--- src/rtl/udp_rx_buffer.sv ---
// Receive-side payload buffer behind the UDP decoder: packets land tentatively, commit on a good fin, replay over valid/ready.
// Optional destination-port filtering is enabled by defining UDP_RX_PORT_FILTER_EN.
module udp_rx_buffer #(
   parameter int DEPTH      = 64,
   parameter int DESC_DEPTH = 4
) (
   input  logic        clk,
   input  logic        reset,
   input  logic [31:0] data_udp_out,
   input  logic        wr_en_udp,
   input  logic        ok_udp,
   input  logic        fin_udp,
   input  logic [15:0] len_udp_data,
   input  logic [15:0] src_port_udp,
   input  logic [15:0] dest_port_udp,
`ifdef UDP_RX_PORT_FILTER_EN
   input  logic [15:0] listen_port,
`endif
   output logic        pkt_valid,
   output logic [15:0] pkt_len,
   output logic [15:0] pkt_src_port,
   output logic [15:0] pkt_dest_port,
   output logic        rd_valid,
   output logic [31:0] rd_data,
   output logic        rd_last,
   input  logic        rd_ready,
   output logic [15:0] drop_cnt
);

   localparam int AW  = $clog2(DEPTH);
   localparam int PW  = AW + 1;
   localparam int DIW = (DESC_DEPTH > 1) ? $clog2(DESC_DEPTH) : 1;
   localparam int DCW = $clog2(DESC_DEPTH) + 1;

   typedef struct packed {
      logic [15:0] len;
      logic [15:0] src;
      logic [15:0] dest;
      logic [15:0] words;
   } desc_t;

   typedef enum logic {IDLE, RECV} wr_state_t;
   typedef enum logic {R_IDLE, R_STREAM} rd_state_t;

   logic [31:0]    mem [DEPTH];
   desc_t          desc_mem [DESC_DEPTH];

   logic [PW-1:0]  wr_commit, wr_tent, rd_ptr;
   logic [PW-1:0]  occupancy, wr_tent_next;
   logic           full;
   logic [15:0]    word_cnt, word_cnt_now, exp_words;
   logic           overflow, overflow_now;
   logic           word_write;
   logic           filtered, bad_pkt, do_commit, do_count;

   logic [DIW-1:0] desc_head, desc_tail;
   logic [DCW-1:0] desc_cnt;
   logic           desc_full, desc_pop;
   desc_t          head;

   wr_state_t      wr_state;
   rd_state_t      rd_state;
   logic [15:0]    beat_idx;
   logic           rd_fire, last_beat;

   function automatic logic [DIW-1:0] desc_inc(input logic [DIW-1:0] idx);
      return (idx == DIW'(DESC_DEPTH - 1)) ? '0 : idx + 1'b1;
   endfunction

   // Occupancy counts tentative words too, so an uncommitted packet can never overwrite unread data.
   assign occupancy    = wr_tent - rd_ptr;
   assign full         = (occupancy == PW'(DEPTH));
   assign word_write   = wr_en_udp && !full;
   assign wr_tent_next = wr_tent + PW'(word_write);
   assign word_cnt_now = word_cnt + 16'(word_write);
   assign overflow_now = overflow | (wr_en_udp & full);
   assign exp_words    = 16'((17'(len_udp_data) + 17'd3) >> 2);
   assign desc_full    = (desc_cnt == DCW'(DESC_DEPTH));

`ifdef UDP_RX_PORT_FILTER_EN
   assign filtered = (dest_port_udp != listen_port);
`else
   assign filtered = 1'b0;
`endif

   assign bad_pkt   = !ok_udp || overflow_now || (word_cnt_now != exp_words) || desc_full;
   assign do_commit = fin_udp && !filtered && !bad_pkt && (len_udp_data != 16'd0);
   assign do_count  = fin_udp && !filtered && bad_pkt;

   assign head          = desc_mem[desc_head];
   assign pkt_valid     = (desc_cnt != '0);
   assign pkt_len       = pkt_valid ? head.len  : 16'd0;
   assign pkt_src_port  = pkt_valid ? head.src  : 16'd0;
   assign pkt_dest_port = pkt_valid ? head.dest : 16'd0;
   assign rd_data       = pkt_valid ? mem[rd_ptr[AW-1:0]] : 32'd0;
   assign last_beat     = (beat_idx == head.words - 16'd1);
   assign rd_last       = rd_valid && last_beat;
   assign rd_fire       = rd_valid && rd_ready;
   assign desc_pop      = rd_fire && last_beat;

   always_ff @(posedge clk) begin
      if (word_write)
         mem[wr_tent[AW-1:0]] <= data_udp_out;
      if (do_commit)
         desc_mem[desc_tail] <= '{len: len_udp_data, src: src_port_udp,
                                  dest: dest_port_udp, words: word_cnt_now};
   end

   // Write side: a fin either publishes wr_tent as the new commit point or rewinds to the last one.
   always_ff @(posedge clk) begin
      if (reset) begin
         wr_state  <= IDLE;
         wr_tent   <= '0;
         wr_commit <= '0;
         word_cnt  <= '0;
         overflow  <= 1'b0;
         drop_cnt  <= '0;
      end else begin
         case (wr_state)
            IDLE:    if (wr_en_udp && !fin_udp) wr_state <= RECV;
            RECV:    if (fin_udp) wr_state <= IDLE;
            default: wr_state <= IDLE;
         endcase
         if (fin_udp) begin
            word_cnt <= '0;
            overflow <= 1'b0;
            if (do_commit) begin
               wr_tent   <= wr_tent_next;
               wr_commit <= wr_tent_next;
            end else begin
               wr_tent <= wr_commit;
            end
            if (do_count && drop_cnt != 16'hFFFF)
               drop_cnt <= drop_cnt + 16'd1;
         end else begin
            wr_tent  <= wr_tent_next;
            word_cnt <= word_cnt_now;
            overflow <= overflow_now;
         end
      end
   end

   // Read side and descriptor FIFO; push and pop on the same edge cancel in the count.
   always_ff @(posedge clk) begin
      if (reset) begin
         desc_head <= '0;
         desc_tail <= '0;
         desc_cnt  <= '0;
         rd_ptr    <= '0;
         beat_idx  <= '0;
         rd_state  <= R_IDLE;
         rd_valid  <= 1'b0;
      end else begin
         if (do_commit)
            desc_tail <= desc_inc(desc_tail);
         if (desc_pop)
            desc_head <= desc_inc(desc_head);
         desc_cnt <= desc_cnt + DCW'(do_commit) - DCW'(desc_pop);
         case (rd_state)
            R_IDLE: begin
               if (pkt_valid) begin
                  rd_state <= R_STREAM;
                  rd_valid <= 1'b1;
               end
            end
            R_STREAM: begin
               if (rd_fire) begin
                  rd_ptr <= rd_ptr + 1'b1;
                  if (last_beat) begin
                     beat_idx <= '0;
                     rd_state <= R_IDLE;
                     rd_valid <= 1'b0;
                  end else begin
                     beat_idx <= beat_idx + 16'd1;
                  end
               end
            end
            default: begin
               rd_state <= R_IDLE;
               rd_valid <= 1'b0;
            end
         endcase
      end
   end

endmodule

--- config.mk ---
export PLATFORM = sky130hd
export DESIGN_NAME = udp_rx_buffer
export DESIGN_NICKNAME = d
export VERILOG_FILES = /design/src/rtl/udp_rx_buffer.sv
export SDC_FILE = /design/constraint.sdc
export NUM_CORES = 2
export LEC_CHECK = 0
export ABC_AREA = 1
export CAP_MARGIN = 25
export CORE_MARGIN = 2
export CORE_UTILIZATION = 56
export DETAILED_ROUTE_END_ITERATION = 12
export DONT_BUFFER_PORTS = 1
export PLACE_DENSITY = 0.76
export SKIP_LAST_GASP = 1
export SLEW_MARGIN = 20
export SYNTH_ARGS = -nofsm -noshare
export SYNTH_HDL_FRONTEND = slang
export SYNTH_SLANG_ARGS = --single-unit
--- constraint.sdc ---
create_clock -name clk -period 20.2 [get_ports clk]
set_input_delay 4.04 -clock clk [delete_from_list [all_inputs] [get_ports clk]]
set_output_delay 4.04 -clock clk [all_outputs]
set_load 0.01 [all_outputs]
Yosys cells after proc, flatten, opt, wreduce, memory -nomap -nowiden
Memory sizes are Yosys's and may differ from the RTL's. A register that Yosys moved wholly into a read port is not among the register bits.
Cells that the tools add are included.
Widths: inputs -> output; s select.
- bits in registers: 79
- bits in latches: 0
- RAM bits: 2304
- bits in read-only memories: 0
- input port bits: 86
- memories: 2
- memories (name ; words ; width ; read ports ; clocked after Yosys merged registers in ; wr ports ; RTL line ; text):
    mem ; 64 ; 32 ; 1 ; 1 ; 1 ; 45 ; logic [31:0] mem [DEPTH];
    desc_mem ; 4 ; 64 ; 1 ; 1 ; 1 ; 46 ; desc_t desc_mem [DESC_DEPTH];
- add/subtract/negate cells: 12
- multipliers: 0
- div/mod/pow operators: 0
- order comparisons: 0
- equal/unequal tests: 10
- shift operators: 0
- muxes and demuxes: 25
- bitwise operators: 3
- reductions and logical operators: 20
- operators with widths (kind ; number):
    $mux 16 ; 4
    $add 16x1->16 const B ; 2
    $mux 32 ; 1
    $add 16x2->17 const B ; 1
    $add 16x1->16 ; 1
    $eq 16x16->1 ; 1
    $ne 16x15->1 ; 1
    $ne 16x16->1 const B ; 1
    $reduce_bool 16->1 ; 1
    $sub 16x1->16 const B ; 1
    $mux 7 ; 2
    $mux 6 ; 2
    $mux 1 ; 10
    $logic_and 1x1->1 ; 8
    $mux 2 ; 4
    $add 7x1->7 ; 1
    $add 7x1->7 const B ; 1
    $eq 7x7->1 const B ; 1
    $sub 7x7->7 ; 1
    $add 2x1->2 const B ; 2
    $eq 2x2->1 const B ; 2
    $ne 2x1->1 const B ; 2
    $pmux 1 s2 ; 2
    $reduce_and 2->1 ; 2
    12 further kinds ; 16

Logic depth before layout (Yosys ltp)
- word-level depth: 13
- mapped depth: 31

Worst setup path after synthesis
Ideal clock, no wire load.
- path kind: input-to-reg
- start point: input wr_en_udp
- end point: memory desc_mem[0][0] in the netlist's numbering (enable)
- setup time: 487 ps
- arrival: 8906 ps
- data required time: 19713 ps
- path slack: 10808 ps
- stages: 18
- path buffers: 0
- path through: inv_1 -> a31oi_2 -> ha_1 -> ha_1 -> nand2_1 -> nor2_4 -> nand2_1 -> inv_2 -> nand2_1 -> xor2_1 -> inv_1 -> nand2_1 -> nand2_1 -> nor2_1 -> nand3_1 -> nor2_4 -> nand3_2 -> nor2_1
- longest elaborated chain between the ends: 10
- elaborated cells on any way between the ends: 13
- classes of those cells: add/sub (1); eq/ne (1); mux (2); bitwise (2); reduce/logical (7)
- ends and longest elaborated chain (what ; RTL line ; text):
    start, declared ; 10 ; input logic wr_en_udp,
    $logic_and 1x1->1 ; 73 ; assign word_write = wr_en_udp && !full;
    $add 16x1->16 ; 75 ; assign word_cnt_now = word_cnt + 16'(word_write);
    via word_cnt_now[10] ; 51 ; logic [15:0] word_cnt, word_cnt_now, exp_words;
    $ne 16x15->1 ; 86 ; assign bad_pkt = !ok_udp || overflow_now || (word_cnt_now != exp_words) || desc_full;
    $logic_or 1x1->1 (2 in series) ; 86 ;
    $logic_not 1->1 ; 87 ; assign do_commit = fin_udp && !filtered && !bad_pkt && (len_udp_data != 16'd0);
    $logic_and 1x1->1 (2 in series) ; 87 ;
    $mux 1 ; 104 ; if (do_commit)
    $mux 1 (not written as such) ; 105 ; desc_mem[desc_tail] <= '{len: len_udp_data, src: src_port_udp,
    end, declared ; 46 ;
The timed path passes the listed nets, and every way through them passes these cells.

==> summary.md <==
| Metric | Value |
|---|---|
| Clock Sinks | `2391` |
| Critical path's top delay family | `buffers and inverters` |
| Final Skew | `0.08875 ns` |
| CTS Buffer Depth | `3` |
| Slew HR | `25.97%` |
| Most common cell after layout, fill and taps aside | `edfxtp_1` |
| Status | `completed` |
| Cell Area, Synth | `95730 sq um` |
| Asr flop ratio synth | `0%` |
| Routed Antenna Nets | `0` |
| Fin Setup TNS | `0 ns` |
| Largest net degree at the start of global routing | `186` |
| Final WL | `262200 um` |
| Full die area | `174300 sq um` |
| Sw Pwr | `0.001877 W` |
| Syn nets | `7786` |
| Setup Fix Bufs, Post-CTS | `0` |
| CP Buf/Inv Count | `6` |
| Max Cap Violations | `0` |
| Endpoints failing hold | `0` |
| R2R cell count | `26` |
| Crit Path Max Fanout | `149` |
| Synth area leader | `edfxtp_1` |
| GR Overflow Total | `0` |
| FF-to-FF setup slack | `14.11 ns` |
| Sequential power share | `56.5%` |
| H-tree depth | `4` |
| Synthesis-to-finish area growth | `10.10%` |
| RR Endpoint | `desc_mem[2][46]$_DFFE_PP_` |
| First-pass GRT wire length | `383400 um` |
| Cell Rows | `151` |
| GP Congestion | `0.8798` |
| Power density over the cells | `91.27 nW/um^2` |
| Final setup viols | `0` |
| Post-synth EDFFs | `2304` |
| Critical path class | `reg -> out` |
| Worst setup endpoint | `rd_data[28]` |
| Final Max Tran Viols | `0` |
| DIE HEIGHT | `417.5 um` |
| Core Area | `169700 sq um` |
| DP Worst Slack | `9.925 ns` |
| Chip width | `417.5 um` |
| DP HPWL | `131500 um` |
| VDD IR max | `0.08604 mV` |
| Syn. warnings | `0` |
| Syn_area_per_cell | `12.47 sq um` |
| Required time worst endpoint | `16.16 ns` |
| Clk Latency, worst-skew pair | `0.89 ns` |
| Switching Share | `19.51%` |
| Critical Path Start Type | `register` |
| CP Capture Type | `output pin` |
| Slowest stage cell, crit path | `buf_4` |
| #FFs+latches synth | `2391` |
| # IOs | `185` |
| Fmax | `92.23 MHz` |
| NumNets Final | `7642` |
| Worst r2r src | `wr_tent[0]$_SDFF_PP0_` |
| Register area share after synthesis | `74.09%` |
| CP Data Arrival Time | `6.80 ns` |
| Cell Int Power | `0.007743 W` |
| Initial Util | `56.43%` |
| Port buffer count | `0` |
| Cell Chain, Critical Path | `inv_8, buf_4, buf_4, buf_12, buf_4, buf_4, o21ai_0, o22ai_1, o21ai_0, o22ai_1, nand2_1, nand3_1, nand2_1, a31oi_1` |
| Leak | `34.49 nW` |
| Initial drt markers | `9656` |
| Routed len/inst | `26.38 um` |
| Residual DRC | `0` |
| Combinational share of power | `0.5%` |
| Initial antenna violation count | `3` |
| Hold Crit Class | `reg -> reg` |
| Most used DFF post-synth | `edfxtp_1` |
| Number of global-route vias before repair | `61340` |
| Drt pass-1 iters | `7` |
| Synth top area share | `72.27%` |
| Number of gates resized after CTS | `0` |
| RSZ-0062 raised after global routing | `false` |
| Total CTS buffers | `223` |
| Root Driver | `clkbuf_16` |
| Instance count on the critical path | `14` |
| Hold-fix buffers at CTS | `0` |
| Cells after synthesis | `7678` |
| Total GRT Usage | `29.52%` |
| Reg clk slew, reported paths | `0.06 ns` |
| TritonCTS clock tree | `built` |
| Crit share post-route | `53.68%` |
| Delay of the slowest critical-path stage | `0.81 ns` |
| Final min period | `10.84 ns` |
| Avg Vias per Cell | `6.476` |
| Clock share of power | `43.0%` |
| Setup ws final | `9.357 ns` |
| Worst slew pin tran | `1.110 ns` |
| Layout cells sized above 1 | `7.577%` |
| Count of different cell masters after synthesis | `49` |
| FILL cells | `12130` |
| Hold depth | `1` |
| Via count | `64370` |
| Main area contributors after synthesis | `edfxtp_1, o21ai_0, nor2_1` |
| Commonest cells after routing, fill and taps aside | `edfxtp_1, nor2_1, o21ai_0, nand2_1, o22ai_1` |
| CP most frequent cell | `buf_4` |
[worst register-to-register path, stage by stage, from the launching register on]
cell and delay (ns):
dfxtp_1 0.43, inv_1 0.18, ha_1 0.23, o21bai_1 0.22, nand2_1 0.12, nand2_1 0.07
nand2_1 0.05, nand2_1 0.05, inv_1 0.06, a31oi_2 0.49, ha_1 0.30, ha_1 0.19
nand2_1 0.14, nor2_4 0.14, nand2_1 0.09, inv_2 0.09, nand2_1 0.07, xor2_1 0.34
inv_1 0.17, nand2_1 0.11, nand2_1 0.07, nor2_1 0.10, nand3_1 0.12, nor2_4 0.23
nand3_2 0.35, nor2_4 0.53, buf_4 0.74
[per-stage QoR]
stage	hold slack, ns	instances	power [W]	util, %	area, sq um
after floorplan	0.4235	7678	0.005572	-	95730
after global placement	0.4267	9519	0.005584	57.75	97980
after detailed placement	0.4353	9519	0.005585	57.75	97980
after CTS	0.4437	9931	0.009645	62.03	105200
after global routing	0.4589	9939	0.009834	62.13	105400
final	0.4435	9940	0.009620	62.13	105400
[cell families after synthesis]
group,after synthesis,synth area share (%)
AND/OR/NAND/NOR,2452,10.30
buffers and inverters,682,2.886
XOR/XNOR,45,0.4117
flip-flops,2391,74.09
adder cells (fa/ha/maj),22,0.2954
AO/OA/AOI/OAI,2086,12.02
[layer usage]
layer | global-route usage [%] | vias to the layer above | routed length (um)
met3 | 7.165 | 753 | 34750
met2 | 46.83 | 4510 | 120700
met1 | 38.74 | 31230 | 93830
met5 | 0 | - | 14
li1 | - | 27870 | -
met4 | 13.74 | 2 | 12900
[registers in the layout, indices dropped and copies added, names as in the netlist, 2 cells and up, named ones only]
name       cells
rd_ptr         7
drop_cnt      16
desc_mem     256
wr_tent        7
word_cnt      16
desc_head      2
mem         2048
beat_idx      16
wr_commit      7
desc_tail      2
desc_cnt       3
[synth_stat cells (all sizes together), types with 3 or more instances]
library cell / n
o211ai: 8
nor4: 9
dfxtp: 87
buf: 145
a31oi: 19
o21bai: 3
nor3: 23
nand4: 38
xor2: 38
o22ai: 514
nand2: 563
a21oi: 101
or2: 9
ha: 21
a311oi: 13
o21ai: 1342
clkbuf: 360
edfxtp: 2304
clkinv: 4
o31ai: 3
inv: 173
nand3: 234
xnor2: 7
o221ai: 75
nor2: 1571
[power groups by stage]
stage	clock, W	combinational (W)	sequential (W)
2_1_floorplan	0	0.0000274	0.00554
3_3_place_gp	0	0.0000421	0.00554
3_5_place_dp	0	0.0000429	0.00554
4_1_cts	0.00416	0.0000433	0.00544
5_1_grt	0.00435	0.0000478	0.00543
6_report	0.00414	0.0000444	0.00544
[how the worst min path moves through the flow]
stage                             start               endpoint  slack (ns)
finish              rd_state$_SDFF_PP0_  rd_valid$_SDFFE_PP0P_        0.44
global route        rd_state$_SDFF_PP0_  rd_valid$_SDFFE_PP0P_        0.46
CTS                 rd_state$_SDFF_PP0_  rd_valid$_SDFFE_PP0P_        0.44
detailed placement  rd_state$_SDFF_PP0_  rd_valid$_SDFFE_PP0P_        0.44
global placement    rd_state$_SDFF_PP0_  rd_valid$_SDFFE_PP0P_        0.43
floorplan           rd_state$_SDFF_PP0_  rd_valid$_SDFFE_PP0P_        0.42
[area by class of cell]
class | count | area, sq um | area share, %
Antenna cell | 1 | 2.502 | 0.002374
Clock buffer | 274 | 5772 | 5.476
Clock inverter | 138 | 1488 | 1.411
Inverter | 177 | 689.4 | 0.6541
Multi-Input combinational cell | 4605 | 22560 | 21.40
Sequential cell | 2391 | 70950 | 67.31
Tap cell | 2218 | 2775 | 2.633
Timing Repair Buffer | 136 | 1166 | 1.106
Power figures use the tool's default switching activity.
